==> src/rtl/vid_line_fetch.sv <==
// rtl/vid_line_fetch.sv - scan-line prefetcher from an MCB read port into a ping-pong line buffer
//
// Purpose:
//   On frame_start or line_req, reads one framebuffer scan line (BEATS x 128-bit)
//   from DRAM through a dedicated MCB read port and writes it into the bank that
//   the video path is not reading. The video path reads 32-bit words of the other
//   bank through buf_adr/buf_data.
//
// Parameters:
//   BEATS  128-bit beats per scan line (power of two, 2..32)
//   LINES  visible lines per frame
//
// Ports:
//   clk, reset          clock, asynchronous active-high reset
//   fb_base             framebuffer byte address, sampled on frame_start (bits [3:0] ignored)
//   frame_start         start of frame: restart at line 0 of fb_base
//   line_req            consumer switched banks: refill the freed bank
//   cmd_en/cmd_instr/cmd_bl/cmd_byte_addr/cmd_full   MCB command port (read)
//   rd_en/rd_data/rd_empty                           MCB read FIFO (first-word-fall-through)
//   buf_adr             {bank, beat, word[1:0]} read address of the line buffer
//   buf_data            selected 32-bit word, one clock after buf_adr
//   disp_bank           bank the consumer must read
//   busy                fetch in progress (CMD through DONE)
//   line_cnt            lines fetched this frame
//   underrun            sticky: line_req arrived while a fetch was in progress
//   underrun_cnt        saturating underrun count
//
// Configuration:
//   LINE_FETCH_UNDERRUN_EN  when defined, underrun/underrun_cnt are implemented;
//                           otherwise both are tied to zero. Queueing of a line_req
//                           that arrives while busy works the same in both builds.

module vid_line_fetch #(
    parameter int BEATS = 8,
    parameter int LINES = 768
) (
    input  logic                      clk,
    input  logic                      reset,
    input  logic [29:0]               fb_base,
    input  logic                      frame_start,
    input  logic                      line_req,
    output logic                      cmd_en,
    output logic [2:0]                cmd_instr,
    output logic [5:0]                cmd_bl,
    output logic [29:0]               cmd_byte_addr,
    input  logic                      cmd_full,
    output logic                      rd_en,
    input  logic [127:0]              rd_data,
    input  logic                      rd_empty,
    input  logic [$clog2(BEATS)+2:0]  buf_adr,
    output logic [31:0]               buf_data,
    output logic                      disp_bank,
    output logic                      busy,
    output logic [9:0]                line_cnt,
    output logic                      underrun,
    output logic [15:0]               underrun_cnt
);

    localparam int              BW         = $clog2(BEATS);
    localparam logic [BW-1:0]   LAST_BEAT  = BW'(BEATS - 1);
    localparam logic [9:0]      LINES_V    = 10'(LINES);
    localparam logic [29:0]     LINE_BYTES = 30'(BEATS * 16);

    typedef enum logic [1:0] {
        S_IDLE,
        S_CMD,
        S_DATA,
        S_DONE
    } state_t;

    state_t         state;
    logic [29:0]    addr;
    logic           fill_bank;
    logic           pending;
    logic           abort;
    logic [BW-1:0]  beat;

    logic [127:0]   line_buf [0:2*BEATS-1];

    logic           last_beat;
    logic           lines_left;
    logic           buf_we;
    logic [29:0]    base_aligned;
    logic [127:0]   rd_entry;
    logic           unused_fb_lsb;

    // Command fields are fixed; the address register is the line start address.
    assign cmd_instr     = 3'b001;
    assign cmd_bl        = 6'(BEATS - 1);
    assign cmd_byte_addr = addr;

    // Handshake strobes must react to cmd_full/rd_empty in the same cycle, so they
    // are decoded from the registered state rather than registered themselves.
    assign cmd_en = (state == S_CMD) && !cmd_full;
    assign rd_en  = (state == S_DATA) && !rd_empty;

    assign last_beat    = rd_en && (beat == LAST_BEAT);
    assign lines_left   = line_cnt < LINES_V;
    assign base_aligned = {fb_base[29:4], 4'b0000};
    assign unused_fb_lsb = ^fb_base[3:0];

    // Beats popped after an abort (or in the cycle frame_start arrives) belong to
    // the old frame and are dropped; they are still popped to drain the MCB FIFO.
    assign buf_we = rd_en && !abort && !frame_start;

    // Fetch sequencer.
    always_ff @(posedge clk or posedge reset) begin
        if (reset) begin
            state     <= S_IDLE;
            busy      <= 1'b0;
            addr      <= '0;
            line_cnt  <= '0;
            fill_bank <= 1'b0;
            disp_bank <= 1'b1;
            pending   <= 1'b0;
            abort     <= 1'b0;
            beat      <= '0;
        end else if (frame_start) begin
            // frame_start wins over a simultaneous line_req.
            addr      <= base_aligned;
            line_cnt  <= '0;
            fill_bank <= 1'b0;
            disp_bank <= 1'b1;
            pending   <= 1'b0;
            if (rd_en) begin
                beat <= beat + 1'b1;
            end
            case (state)
                S_IDLE, S_DONE: begin
                    state <= S_CMD;
                    busy  <= 1'b1;
                end
                S_CMD: begin
                    // A command not yet accepted simply retargets to the new base;
                    // one accepted this very cycle must have its data drained.
                    if (cmd_en) begin
                        state <= S_DATA;
                        beat  <= '0;
                        abort <= 1'b1;
                    end
                end
                S_DATA: begin
                    if (last_beat) begin
                        state <= S_CMD;
                        abort <= 1'b0;
                    end else begin
                        abort <= 1'b1;
                    end
                end
                default: begin
                    state <= S_IDLE;
                    busy  <= 1'b0;
                end
            endcase
        end else begin
            if (line_req) begin
                disp_bank <= fill_bank;
            end
            // One-deep queue: a request during a fetch is remembered, repeats collapse.
            if (line_req && (state != S_IDLE) && lines_left) begin
                pending <= 1'b1;
            end
            if (rd_en) begin
                beat <= beat + 1'b1;
            end
            case (state)
                S_IDLE: begin
                    if ((line_req || pending) && lines_left) begin
                        fill_bank <= ~fill_bank;
                        pending   <= 1'b0;
                        state     <= S_CMD;
                        busy      <= 1'b1;
                    end
                end
                S_CMD: begin
                    if (cmd_en) begin
                        state <= S_DATA;
                        beat  <= '0;
                    end
                end
                S_DATA: begin
                    // After draining an aborted command, go straight to line 0
                    // of the new frame; addr/line_cnt were already reloaded.
                    if (last_beat) begin
                        state <= abort ? S_CMD : S_DONE;
                        abort <= 1'b0;
                    end
                end
                S_DONE: begin
                    addr     <= addr + LINE_BYTES;
                    line_cnt <= line_cnt + 10'd1;
                    state    <= S_IDLE;
                    busy     <= 1'b0;
                end
                default: begin
                    state <= S_IDLE;
                    busy  <= 1'b0;
                end
            endcase
        end
    end

    // Line buffer storage: entry index is {bank, beat}. Not reset.
    always_ff @(posedge clk) begin
        if (buf_we) begin
            line_buf[{fill_bank, beat}] <= rd_data;
        end
    end

    // Word 0 of a beat holds the leftmost pixels (rd_data[31:0]).
    assign rd_entry = line_buf[buf_adr[BW+2:2]];

    always_ff @(posedge clk or posedge reset) begin
        if (reset) begin
            buf_data <= '0;
        end else begin
            buf_data <= rd_entry[{buf_adr[1:0], 5'd0} +: 32];
        end
    end

`ifdef LINE_FETCH_UNDERRUN_EN
    logic underrun_evt;

    assign underrun_evt = line_req && !frame_start && (state != S_IDLE) && lines_left;

    always_ff @(posedge clk or posedge reset) begin
        if (reset) begin
            underrun     <= 1'b0;
            underrun_cnt <= '0;
        end else if (underrun_evt) begin
            underrun <= 1'b1;
            if (underrun_cnt != 16'hFFFF) begin
                underrun_cnt <= underrun_cnt + 16'd1;
            end
        end
    end
`else
    assign underrun     = 1'b0;
    assign underrun_cnt = 16'h0000;
`endif

endmodule

==> config.mk <==
export PLATFORM = sky130hd
export DESIGN_NAME = vid_line_fetch
export DESIGN_NICKNAME = d
export VERILOG_FILES = /design/src/rtl/vid_line_fetch.sv
export SDC_FILE = /design/constraint.sdc
export NUM_CORES = 2
export LEC_CHECK = 0
export ABC_AREA = 1
export CORE_UTILIZATION = 30
export DETAILED_ROUTE_END_ITERATION = 6
export GPL_TIMING_DRIVEN = 0
export PLACE_DENSITY = 0.42
export SLEW_MARGIN = 20
export SYNTH_ARGS = -nofsm -noshare
export SYNTH_HDL_FRONTEND = slang
export SYNTH_SLANG_ARGS = --single-unit
==> constraint.sdc <==
create_clock -name clk -period 22.5 [get_ports clk]
set_input_delay 5.625 -clock clk [delete_from_list [all_inputs] [get_ports clk]]
set_output_delay 5.625 -clock clk [all_outputs]
set_load 0.05 [all_outputs]
==> results.json <==
{
  "final_common_cell": "nand2_1",
  "die_w_um": 535.9,
  "critPathMostFrequentCell": "clkdlybuf4s50_1",
  "clk_transition_reported_paths_ps": 60,
  "largest_net_degree_at_the_start_of_global_routing": 47,
  "design.portCount": 272,
  "slew-limit-headroom_pct": 15.62,
  "timing_worst_setup_path_type": "primary input to output port",
  "area.growth.synth_to_final_pct": 21.12,
  "postSynthRegisterBits": 2126,
  "cts_buffer_depth": 4,
  "powerDensity_mw_per_mm2": 86.77,
  "fin_setup_tns_ps": 0,
  "achievable-frequency_ghz": 0.07820,
  "crit_required_ps": 16880,
  "final_layout_size_suffix_gt1_share_pct": 11.05,
  "cts_tree": "yes",
  "cap_violations": 0,
  "worstPathArrival_ps": 7160,
  "global_route.overflow_total": 0,
  "design_power_total_uw": 8986,
  "worst_pin_slew_ps": 1266,
  "crit_path_start_kind": "primary input",
  "cts_post_setup_buffers_inserted": 0,
  "fillers": 27337,
  "drt-initial-drc-count": 6692,
  "cts-resized-gates": 0,
  "grt_pass1_wl_mm": 470.9,
  "final_max_slew_viol_count": 0,
  "setup_slack_after_layout_ps": 9712,
  "period_needed_ps": 12790,
  "vias_per_cell": 5.105,
  "drt_pre_antenna_iters": 6,
  "multi_input_comb_area_mm2": 0.01962,
  "rsz0062_at_grt": "no",
  "cp_num_buf_inv": 2,
  "dpl.cell_count": 11247,
  "cts_h_tree_depth": 4,
  "num_cts_buffers": 243,
  "cpPeakStageDelay_ps": 810,
  "antenna_found_initial": 47,
  "timing_hold_violations_final": 0,
  "end_kind": "output port",
  "syn_area_per_cell_um2": 12.05,
  "ys_types": 37,
  "final_cells": 11706,
  "detailedPlacementHpwl_mm": 241.1,
  "seqCellArea_mm2": 0.06345,
  "post_drt_wl_per_cell_um": 29.54,
  "max_rail_drop_vdd_uv": 68.95,
  "drc": 0,
  "floorplan.die_area_mm2": 0.2872,
  "worstPathCellList": "clkdlybuf4s50_1 -> nor2_1 -> clkdlybuf4s50_1",
  "clock_tree.root_cell": "clkbuf_16",
  "critical_path_peak_fanout": 7,
  "finish.net_count": 7930,
  "fp.dieH_um": 535.9,
  "holdCritPathClass": "flip-flop to flip-flop",
  "placeableCoreArea_mm2": 0.2828,
  "crit_family": "buffers and inverters",
  "outcome": "finished clean",
  "synth_seq_area_share_pct": 74.21,
  "synth-warning-count": 0,
  "cts_hold_buffers": 0,
  "fin_skew_ps": 72.68,
  "initial_utilization_pct": 30.24,
  "final.period_utilization_pct": 56.84,
  "number_of_input_and_output_port_buffers_inserted": 232,
  "ant_nets": 0,
  "timing.critical_path.slowest_stage_cell": "clkdlybuf4s50_1",
  "rows": 195,
  "clkLatencyLatePin_ps": 920,
  "synth.cell_area_mm2": 0.08551,
  "static-leakage-power_uw": 0.03694,
  "finalCoreUtilization_pct": 36.62,
  "most-common-layout-cells": "2,374 x nand2_1, 2,048 x edfxtp_1, 1,910 x nand3_1",
  "gpl.final_weighted_congestion": 0.8735,
  "clock-sinks": 2126,
  "dpl_ws_ps": 9700,
  "synthesis.instances": 7099,
  "grt.total_usage_pct": 23.67,
  "routed_wirelength_mm": 345.8,
  "finalSetupViolCount": 0,
  "via_count_of_the_first_global_routing_pass": 56099,
  "dr_total_vias": 59764
}
==> worst register-to-register path, stage by stage (launching register included) <==
cell	delay (ps)
dfrtp_1	400
inv_1	110
ha_1	190
inv_1	90
nor2_1	230
inv_1	170
nor3_1	360
nand2_1	350
nor2_4	630
buf_12	270
buf_16	190
buf_16	200
buf_12	210
buf_12	210
==> Yosys cell counts, drive strengths merged <==
| cell type | instances | area (µm²) |
|---|---|---|
| nor2 | 48 | 180.2 |
| o22ai | 3 | 18.77 |
| a31o | 1 | 8.760 |
| nand3b | 1 | 7.510 |
| o311ai | 1 | 8.760 |
| nor3b | 1 | 7.510 |
| buf | 411 | 2191 |
| dfrtp | 77 | 1927 |
| o21ai | 16 | 80.08 |
| a22oi | 13 | 97.59 |
| ha | 11 | 137.6 |
| a31oi | 2 | 12.51 |
| inv | 49 | 186.4 |
| conb | 2 | 7.510 |
| xor2 | 9 | 78.83 |
| and3 | 1 | 6.260 |
| nand3 | 1910 | 9559 |
| nand2 | 2374 | 8911 |
| nand4 | 3 | 18.77 |
| nor3 | 10 | 55.05 |
| clkinv | 1 | 3.750 |
| o211ai | 2 | 15.01 |
| edfxtp | 2048 | 61500 |
| o21bai | 4 | 30.03 |
| xnor2 | 4 | 35.03 |
| clkbuf | 73 | 277.8 |
| o221ai | 1 | 8.760 |
| a21oi | 21 | 105.1 |
| dfstp | 1 | 26.28 |
| a211oi | 1 | 7.510 |
==> registers in the layout, summed over array words and instances (netlist names) <==
register       cells
line_buf        2048
buf_data          32
state              2
cmd_byte_addr     26
disp_bank          1
busy               1
beat               3
line_cnt          10
fill_bank          1
pending            1
abort              1
==> final timing paths <==
| kind | startpoint | endpoint | slack [ps] | depth (start not counted) |
|---|---|---|---|---|
| worst max-delay path | cmd_full | cmd_en | 9710 | 3 |
| worst min-delay path | cmd_byte_addr[5] | cmd_byte_addr[5] | 470 | 2 |
| worst max register to register | state[0] | line_buf[8][99] | 18540 | 13 |
| worst min register to register | cmd_byte_addr[5] | cmd_byte_addr[5] | 470 | 2 |
| max in group asynchronous | reset | disp_bank | 16740 | 3 |
| min in group asynchronous | reset | buf_data[30] | 5060 | 2 |
==> power breakdown <==
| group | total (µW) | internal, µW | switching (µW) |
|---|---|---|---|
| registers | 4380 | 4360 | 23.1 |
| clock network | 3800 | 2150 | 1650 |
| logic | 803 | 195 | 609 |
| total | 8990 | 6700 | 2280 |
==> layout make-up <==
class / count / area share (%)
buffer: 484 / 2.409
inverter: 50 / 0.1885
tap: 3743 / 4.522
sequential: 2126 / 61.27
multi-input combinational: 4467 / 18.95
clock inverter: 125 / 0.8855
clock buffer: 319 / 6.323
antenna: 15 / 0.03624
timing repair buffer: 377 / 5.422
==> routing by layer <==
| metal | wire length [µm] | track usage [%] | up-vias |
|---|---|---|---|
| met3 | 25450 | 3.784 | 511 |
| met4 | 11030 | 7.332 | 20 |
| met2 | 161000 | 38.01 | 2462 |
| met1 | 148200 | 32.72 | 30257 |
| met5 | 136 | 0 | - |
| li1 | - | - | 26514 |
==> metrics by stage <==
step	cell area (µm²)	hold slack [ps]
finish	103600	473.3
global route	103500	518.6
CTS	103500	480.6
detailed placement	96060	466.5
global placement	92620	458.5
floorplan	85610	502.7
==> kinds of logic after synthesis <==
group	count (synthesis)	synth area share, %
and+or+nand+nor	4348	21.92
AOI/OAI and AO/OA	65	0.4595
xor gates and xnor gates	13	0.1332
buffers and inverters	534	3.109
DFF	2126	74.21
adders and majority gates	11	0.1610
other	2	0.008783
Note: power is estimated with default switching activity, not from simulation.
